$ cat src/rtl/pipe_hazard_ctrl.sv
// pipe_hazard_ctrl - stall/flush/forwarding controller for the 5-stage RV32I pipe.
//
// Ports:
//   clk, rst            clock (rising edge), synchronous active-low reset
//   id_*                source registers/usage of the instruction in ID
//   ex_*                sources, destination, load flag and taken-branch of EX
//   mem_rd/regwrite     destination of the EX/MEM instruction (forwarding source)
//   mem_access          EX/MEM instruction is a load or store
//   dmem_ready          data memory completes the access this cycle
//   wb_rd/regwrite      destination of the MEM/WB instruction (forwarding source)
//   pc_en, *_en         pipeline register enables
//   ifid/idex_flush     load a bubble into the register (only when its enable is 1)
//   fwd_a/b_sel         EX operand source: 00 regfile, 01 EX/MEM, 10 MEM/WB
//   stall_cnt           cycles with pc_en low since reset (wrapping)
//   mem_err             sticky data-memory timeout flag
module pipe_hazard_ctrl #(
    parameter int TIMEOUT = 16,
    parameter int CNT_W   = 32
) (
    input  logic             clk,
    input  logic             rst,
    input  logic [4:0]       id_rs1,
    input  logic [4:0]       id_rs2,
    input  logic             id_rs1_used,
    input  logic             id_rs2_used,
    input  logic [4:0]       ex_rs1,
    input  logic [4:0]       ex_rs2,
    input  logic [4:0]       ex_rd,
    input  logic             ex_load,
    input  logic             ex_branch_taken,
    input  logic [4:0]       mem_rd,
    input  logic             mem_regwrite,
    input  logic             mem_access,
    input  logic             dmem_ready,
    input  logic [4:0]       wb_rd,
    input  logic             wb_regwrite,
    output logic             pc_en,
    output logic             ifid_en,
    output logic             ifid_flush,
    output logic             idex_en,
    output logic             idex_flush,
    output logic             exmem_en,
    output logic             memwb_en,
    output logic [1:0]       fwd_a_sel,
    output logic [1:0]       fwd_b_sel,
    output logic [CNT_W-1:0] stall_cnt,
    output logic             mem_err
);

    typedef enum logic [1:0] {S_RUN, S_MEM_WAIT, S_ERROR} state_t;

    localparam int WC_W = $clog2(TIMEOUT + 1) + 1;

    state_t            r_state, w_next_state;
    logic [WC_W-1:0]   r_wait_cnt, w_next_wait;
    logic [CNT_W-1:0]  r_stall_cnt;
    logic              r_mem_err, w_next_err;
    logic              w_load_use;
    logic              w_mem_stall;

    assign w_mem_stall = mem_access && !dmem_ready;
    assign w_load_use  = ex_load && (ex_rd != 5'd0) &&
                         ((id_rs1_used && id_rs1 == ex_rd) ||
                          (id_rs2_used && id_rs2 == ex_rd));

    always_comb begin
        w_next_state = r_state;
        w_next_wait  = r_wait_cnt;
        w_next_err   = r_mem_err;
        pc_en        = 1'b0;
        ifid_en      = 1'b0;
        ifid_flush   = 1'b0;
        idex_en      = 1'b0;
        idex_flush   = 1'b0;
        exmem_en     = 1'b0;
        memwb_en     = 1'b0;
        if (!rst) begin
            ifid_flush = 1'b1;
            idex_flush = 1'b1;
        end else begin
            case (r_state)
                S_RUN: begin
                    if (w_mem_stall) begin
                        // freeze everything; this cycle is the first waited cycle
                        w_next_state = S_MEM_WAIT;
                        w_next_wait  = WC_W'(1);
                    end else if (ex_branch_taken) begin
                        {pc_en, ifid_en, idex_en, exmem_en, memwb_en} = 5'b11111;
                        ifid_flush = 1'b1;
                        idex_flush = 1'b1;
                    end else if (w_load_use) begin
                        // hold PC and IF/ID, insert one bubble into ID/EX
                        {idex_en, exmem_en, memwb_en} = 3'b111;
                        idex_flush = 1'b1;
                    end else begin
                        {pc_en, ifid_en, idex_en, exmem_en, memwb_en} = 5'b11111;
                    end
                end
                S_MEM_WAIT: begin
                    if (dmem_ready) begin
                        {pc_en, ifid_en, idex_en, exmem_en, memwb_en} = 5'b11111;
                        w_next_state = S_RUN;
                    end else if (r_wait_cnt >= WC_W'(TIMEOUT - 1)) begin
                        // this cycle is the TIMEOUT-th unanswered one
                        w_next_err   = 1'b1;
                        w_next_state = S_ERROR;
                    end else begin
                        w_next_wait = r_wait_cnt + WC_W'(1);
                    end
                end
                default: ;  // S_ERROR: frozen until reset
            endcase
        end
    end

    // Forwarding: EX/MEM wins over MEM/WB; x0 is never forwarded.
    always_comb begin
        fwd_a_sel = 2'b00;
        fwd_b_sel = 2'b00;
        if (rst) begin
            if (mem_regwrite && mem_rd != 5'd0 && mem_rd == ex_rs1)     fwd_a_sel = 2'b01;
            else if (wb_regwrite && wb_rd != 5'd0 && wb_rd == ex_rs1)   fwd_a_sel = 2'b10;
            if (mem_regwrite && mem_rd != 5'd0 && mem_rd == ex_rs2)     fwd_b_sel = 2'b01;
            else if (wb_regwrite && wb_rd != 5'd0 && wb_rd == ex_rs2)   fwd_b_sel = 2'b10;
        end
    end

    always_ff @(posedge clk) begin
        if (!rst) begin
            r_state     <= S_RUN;
            r_wait_cnt  <= '0;
            r_stall_cnt <= '0;
            r_mem_err   <= 1'b0;
        end else begin
            r_state    <= w_next_state;
            r_wait_cnt <= w_next_wait;
            r_mem_err  <= w_next_err;
            if (!pc_en) r_stall_cnt <= r_stall_cnt + CNT_W'(1);
        end
    end

    assign stall_cnt = r_stall_cnt;
    assign mem_err   = r_mem_err;

endmodule

$ cat config.mk
export PLATFORM = sky130hd
export DESIGN_NAME = pipe_hazard_ctrl
export DESIGN_NICKNAME = d
export VERILOG_FILES = /design/src/rtl/pipe_hazard_ctrl.sv
export SDC_FILE = /design/constraint.sdc
export NUM_CORES = 1
export LEC_CHECK = 0
export BUFFER_PORTS_ARGS = -buffer_cell sky130_fd_sc_hd__buf_2
export CELL_PAD_IN_SITES_DETAIL_PLACEMENT = 0
export CELL_PAD_IN_SITES_GLOBAL_PLACEMENT = 1
export CORE_MARGIN = 10
export CORE_UTILIZATION = 40
export CTS_BUF_LIST = sky130_fd_sc_hd__clkbuf_8
export DETAILED_ROUTE_END_ITERATION = 7
export PLACE_DENSITY_LB_ADDON = 0.1
export SETUP_SLACK_MARGIN = 0.5
export SLEW_MARGIN = 10
export SYNTH_ARGS = -nofsm -noshare
export SYNTH_HDL_FRONTEND = slang
export SYNTH_SLANG_ARGS = --single-unit
$ cat constraint.sdc
create_clock -name clk -period 3.5 [get_ports clk]
set_input_delay 0.7 -clock clk [delete_from_list [all_inputs] [get_ports clk]]
set_output_delay 0.7 -clock clk [all_outputs]
set_load 0.01 [all_outputs]
Word-level counts from Yosys, hierarchy flattened
Index checks and enable logic that the tools add are counted.
Widths: inputs -> output; s select.
- register bits after elaboration: 41
- input bits: 45
- output and inout bits: 44
- $add $sub $neg: 2
- order comparisons: 1
- equal/unequal tests: 11
- muxes and demuxes: 32
- bitwise gates (word level): 1
- reduce and logical (&&, ||, !) cells: 21
- operator list (operator ; number):
    $add 32x1->32 const B ; 1
    $eq 5x5->1 ; 6
    $mux 2 ; 9
    $mux 6 ; 3
    $mux 1 ; 16
    $reduce_bool 5->1 ; 3
    $pmux 6 s2 ; 1
    $logic_and 1x1->1 ; 11
    $add 6x1->6 const B ; 1
    $ge 6x4->1 const B ; 1
    $ne 2x2->1 const B ; 3
    $reduce_and 3->1 ; 2
    $pmux 1 s2 ; 2
    $pmux 2 s2 ; 1
    $reduce_and 4->1 ; 1
    $ne 3x3->1 const B ; 1
    $eq 2x1->1 const B ; 1
    $logic_not 2->1 ; 1
    $reduce_bool 2->1 ; 1
    $logic_not 1->1 ; 1
    $logic_or 1x1->1 ; 1
    $not 1->1 ; 1

Logic depth before layout (Yosys ltp)
- word-level depth: 9
- depth in mapped cells: 9

Worst setup path after synthesis
Ideal clock, no wire load.
- kind: input to output
- start point: in rst
- end point: out pc_en
- data arrival time: 2.064 ns
- data required time: 2.800 ns
- slack: 0.736 ns
- stages on the path: 6
- path buffers: 3
- cells stage by stage: clkinv_1 -> nor3_1 -> a21boi_1 -> buf_4 -> buf_6 -> buf_4
- word-level cells in the longest chain between the ends: 1
- RTL lines (what ; line ; RTL):
    start, declared ; 21 ; input logic rst,
    $mux 1 ; -- ;
    end, declared ; 37 ; output logic pc_en,
Every way passes these cells.

Worst setup path in the final report
- start point: in ex_rd[1]
- end point: out pc_en
- word-level cells in the longest chain between the ends: 9
- elaborated cells on any way between the ends: 13
- those cells by class: eq/ne (2); mux (5); reduce/logical (6)
- RTL lines (what ; line ; RTL):
    start, declared ; 28 ; input logic [4:0] ex_rd,
    $eq 5x5->1 (on tied branches) ; 63, 64 ;
    $logic_and 1x1->1 (on tied branches) ; 63, 64 ;
    $logic_or 1x1->1 ; 63 ; ((id_rs1_used && id_rs1 == ex_rd) ||
    $logic_and 1x1->1 * ; 62 ; assign w_load_use = ex_load && (ex_rd != 5'd0) &&
    $mux 1 * ; 91 ; end else if (w_load_use) begin
    $mux 1 * ; 87 ; end else if (ex_branch_taken) begin
    $mux 1 * ; 83 ; if (w_mem_stall) begin
    $pmux 1 s2 * ; 81 ; case (r_state)
    $mux 1 * ; 77 ; if (!rst) begin
Mark *: on every way between the ends. The rest lies on a longest branch, timed or not.

==> metrics.csv <==
metric,value,unit
crit end category,output port,
Logic pwr share,14.6,%
Antenna Diode Count,0,
R2R setup slack,1.30,ns
YS warnings,0,
Clock power frac,33.1,%
ys async rst share,0,%
Synth Instances,308,
drt pass-1 iters,4,
unrepaired setup endpoints after global routing,no,
Placed Cells,457,
cell with the most instances after synthesis,dfxtp_1,
Synth Area per Inst,8.060,um^2
Max Clock Skew,0.009437,ns
number of synthesized flops with an enable pin,0,
Die Y,98.78,um
die width,98.78,um
Vias,2526,
HP Start,mem_err$_SDFFE_PN0P_,
Port Buffers,88,
gpl congestion,0.8473,
Syn Nets,355,
post-synth top area share,33.06,%
sequential share of the synthesized area,33.06,%
fin crit share,81.02,%
first-pass GRT wire length,11500,um
Slew @ Worst Pin,0.5428,ns
Max Freq,352.6,MHz
worst-case clock buffer depth,2,
sw frac,26.88,%
Sink Count,41,
vias in the first global route,2500,
CTS clock-pin slew for the worst setup and hold paths,0.08,ns
total negative slack,0,ns
Initial Utilization,41.68,%
Netlist Area Pre-Place,0.002482,mm^2
sequential share of power,52.3,%
Worst R2R Start,stall_cnt[3]$_SDFFE_PN0N_,
Tot Pwr,0.0009192,W
final setup violation count,0,
nets@finish,436,
Starting DRT DRC Count,82,
Min-Delay Path Class,flop to flop,
wire per inst,14.95,um
post-route ant nets,0,
vias per cell,5.432,
postcts setup bufs,0,
I/O pin count,89,
fin crit period,2.836,ns
cts hold-fix bufs,0,
Sw Pwr,0.0002470,W
Non-Filler Instances,465,
most instantiated cells after synthesis,"41 x dfxtp_1, 31 x a21oi_1, 26 x nand2_1, 19 x or3_1, 18 x xnor2_1",
CTS tree,done,
Final HPWL DP,5372,um
Area Overhead vs Synth,21.87,%
outcome,completed,
PnR worst setup slack,0.6642,ns
DRC,0,
CTS Buf Count,5,
CORE AREA,0.005956,mm^2
Worst Setup Start Kind,input port,
share of layout cells above drive strength 1,27.95,%
main area contributors after synthesis,"dfxtp_1 33%, xnor2_1 6.4%, a21oi_1 6.3%",
relative slew slack,63.48,%
critical path class,input port to output port,
# fillers,601,
Std-Cell Rows,28,
Cell variety after synth,47,
total track usage,13.66,%
#FFs+latches synth,41,
Yosys top cell by area,dfxtp_1,
initial antenna violation count,0,
H-tree Lvls,2,
Routed WL,6951,um
clock root buffer,clkbuf_8,
Die ar.,0.009757,mm^2
Worst Path Arrival,2.14,ns
Worst EP required,2.80,ns
Pwr Density,303.8,mW/mm^2
leakage power total,1.178,nW
VDD IR-drop max,0.0001484,V
Int Pwr,0.0006722,W
Final Hold Fails,0,
fin. max-slew vios,0,
Post-synth top flop,dfxtp_1,
total global routing overflow,0,
worst setup path startpoint,ex_rd[1],
# Max-Cap Violations,0,
dpl ws,0.6409,ns
clock latency at the later pin of the worst-skew pair,0.29,ns
largest net degree at the start of global routing,43,
critical-path maximum fanout,5,
logic make-up (layout without fill, tap and decap cells):
logic type                 after synthesis  in the layout  synth area share [%]
adders and majority gates                2              2                 1.008
and+or+nand+nor                        134            134                 30.80
buffers and inverters                   19            101                 4.486
DFF                                     41             41                 33.06
muxes                                    2              2                0.8065
xor gates and xnor gates                32             32                 11.29
AOI/OAI and AO/OA                       78             78                 18.55
power groups by stage:
stage               logic [W]  registers [W]  clock network (W)
floorplan           0.0000767       0.000491                  0
global placement     0.000135       0.000491                  0
detailed placement   0.000135       0.000491                  0
CTS                  0.000135       0.000480           0.000315
global route         0.000150       0.000482           0.000332
finish               0.000134       0.000481           0.000305
state kept, by name (all words and copies together) (netlist names):
name	count
stall_cnt	32
r_wait_cnt	6
r_state	2
mem_err	1
area by class of cell:
class	count	area [um^2]	area share (%)
Multi-Input combinational cell	248	1550	51.24
Sequential cell	41	820.8	27.13
Timing Repair Buffer	92	470.5	15.55
Tap cell	75	93.84	3.102
Clock buffer	5	68.82	2.275
Clock inverter	3	17.52	0.5790
Inverter	1	3.754	0.1241
worst max-delay path, cell delays in order:
cell and delay (ns):
buf_2 0.12, or4_1 0.54, o21ai_2 0.18, nor2_1 0.06
a21boi_1 0.32, buf_2 0.21
cell usage in the layout, fill, tap and decap left out, types with 2 or more instances in the layout:
master,count
a21oi_1,31
and2_1,3
and3_1,4
and4_1,2
buf_2,88
buf_4,4
clkbuf_8,5
clkinv_2,2
dfxtp_1,41
ha_1,2
mux2i_1,2
nand2_1,26
nand2b_1,3
nand3_1,16
nand4_1,11
nor2_1,16
nor2b_1,3
nor3_1,6
nor3_2,2
nor4_1,4
o21ai_0,15
o21ai_1,9
o31ai_1,10
or3_1,19
or4_1,14
xnor2_1,18
xor2_1,14
metal layers:
| layer | share of wire (%) | GRT usage (%) | up-vias |
|---|---|---|---|
| met3 | 8.6 | 5.936 | 6 |
| li1 | - | - | 1296 |
| met2 | 47 | 23.30 | 67 |
| met5 | 0 | 0 | - |
| met1 | 43 | 15.11 | 1157 |
| met4 | 0.95 | 3.638 | 0 |
through the flow:
step           util [%]  area [um^2]  hold WS (ns)
6_report          50.80         3025        0.4689
5_1_grt           50.80         3025        0.5079
4_1_cts           50.80         3025        0.4790
3_5_place_dp      49.35         2939        0.4574
3_3_place_gp      49.35         2939        0.4475
2_1_floorplan         -         2482        0.4659
what timing repair did:
action,CTS,global route
resized for setup,0,1
hold endpoints to repair,0,0
setup endpoints to repair,0,1
worst paths after layout:
kind | cells past startpoint | endpoint
hold reg to reg | 1 | mem_err$_SDFFE_PN0P_
setup / recovery | 6 | pc_en
hold / removal | 1 | mem_err$_SDFFE_PN0P_
setup reg to reg | 7 | stall_cnt[29]$_SDFFE_PN0N_
No activity file was read; power rests on OpenSTA's default activity.
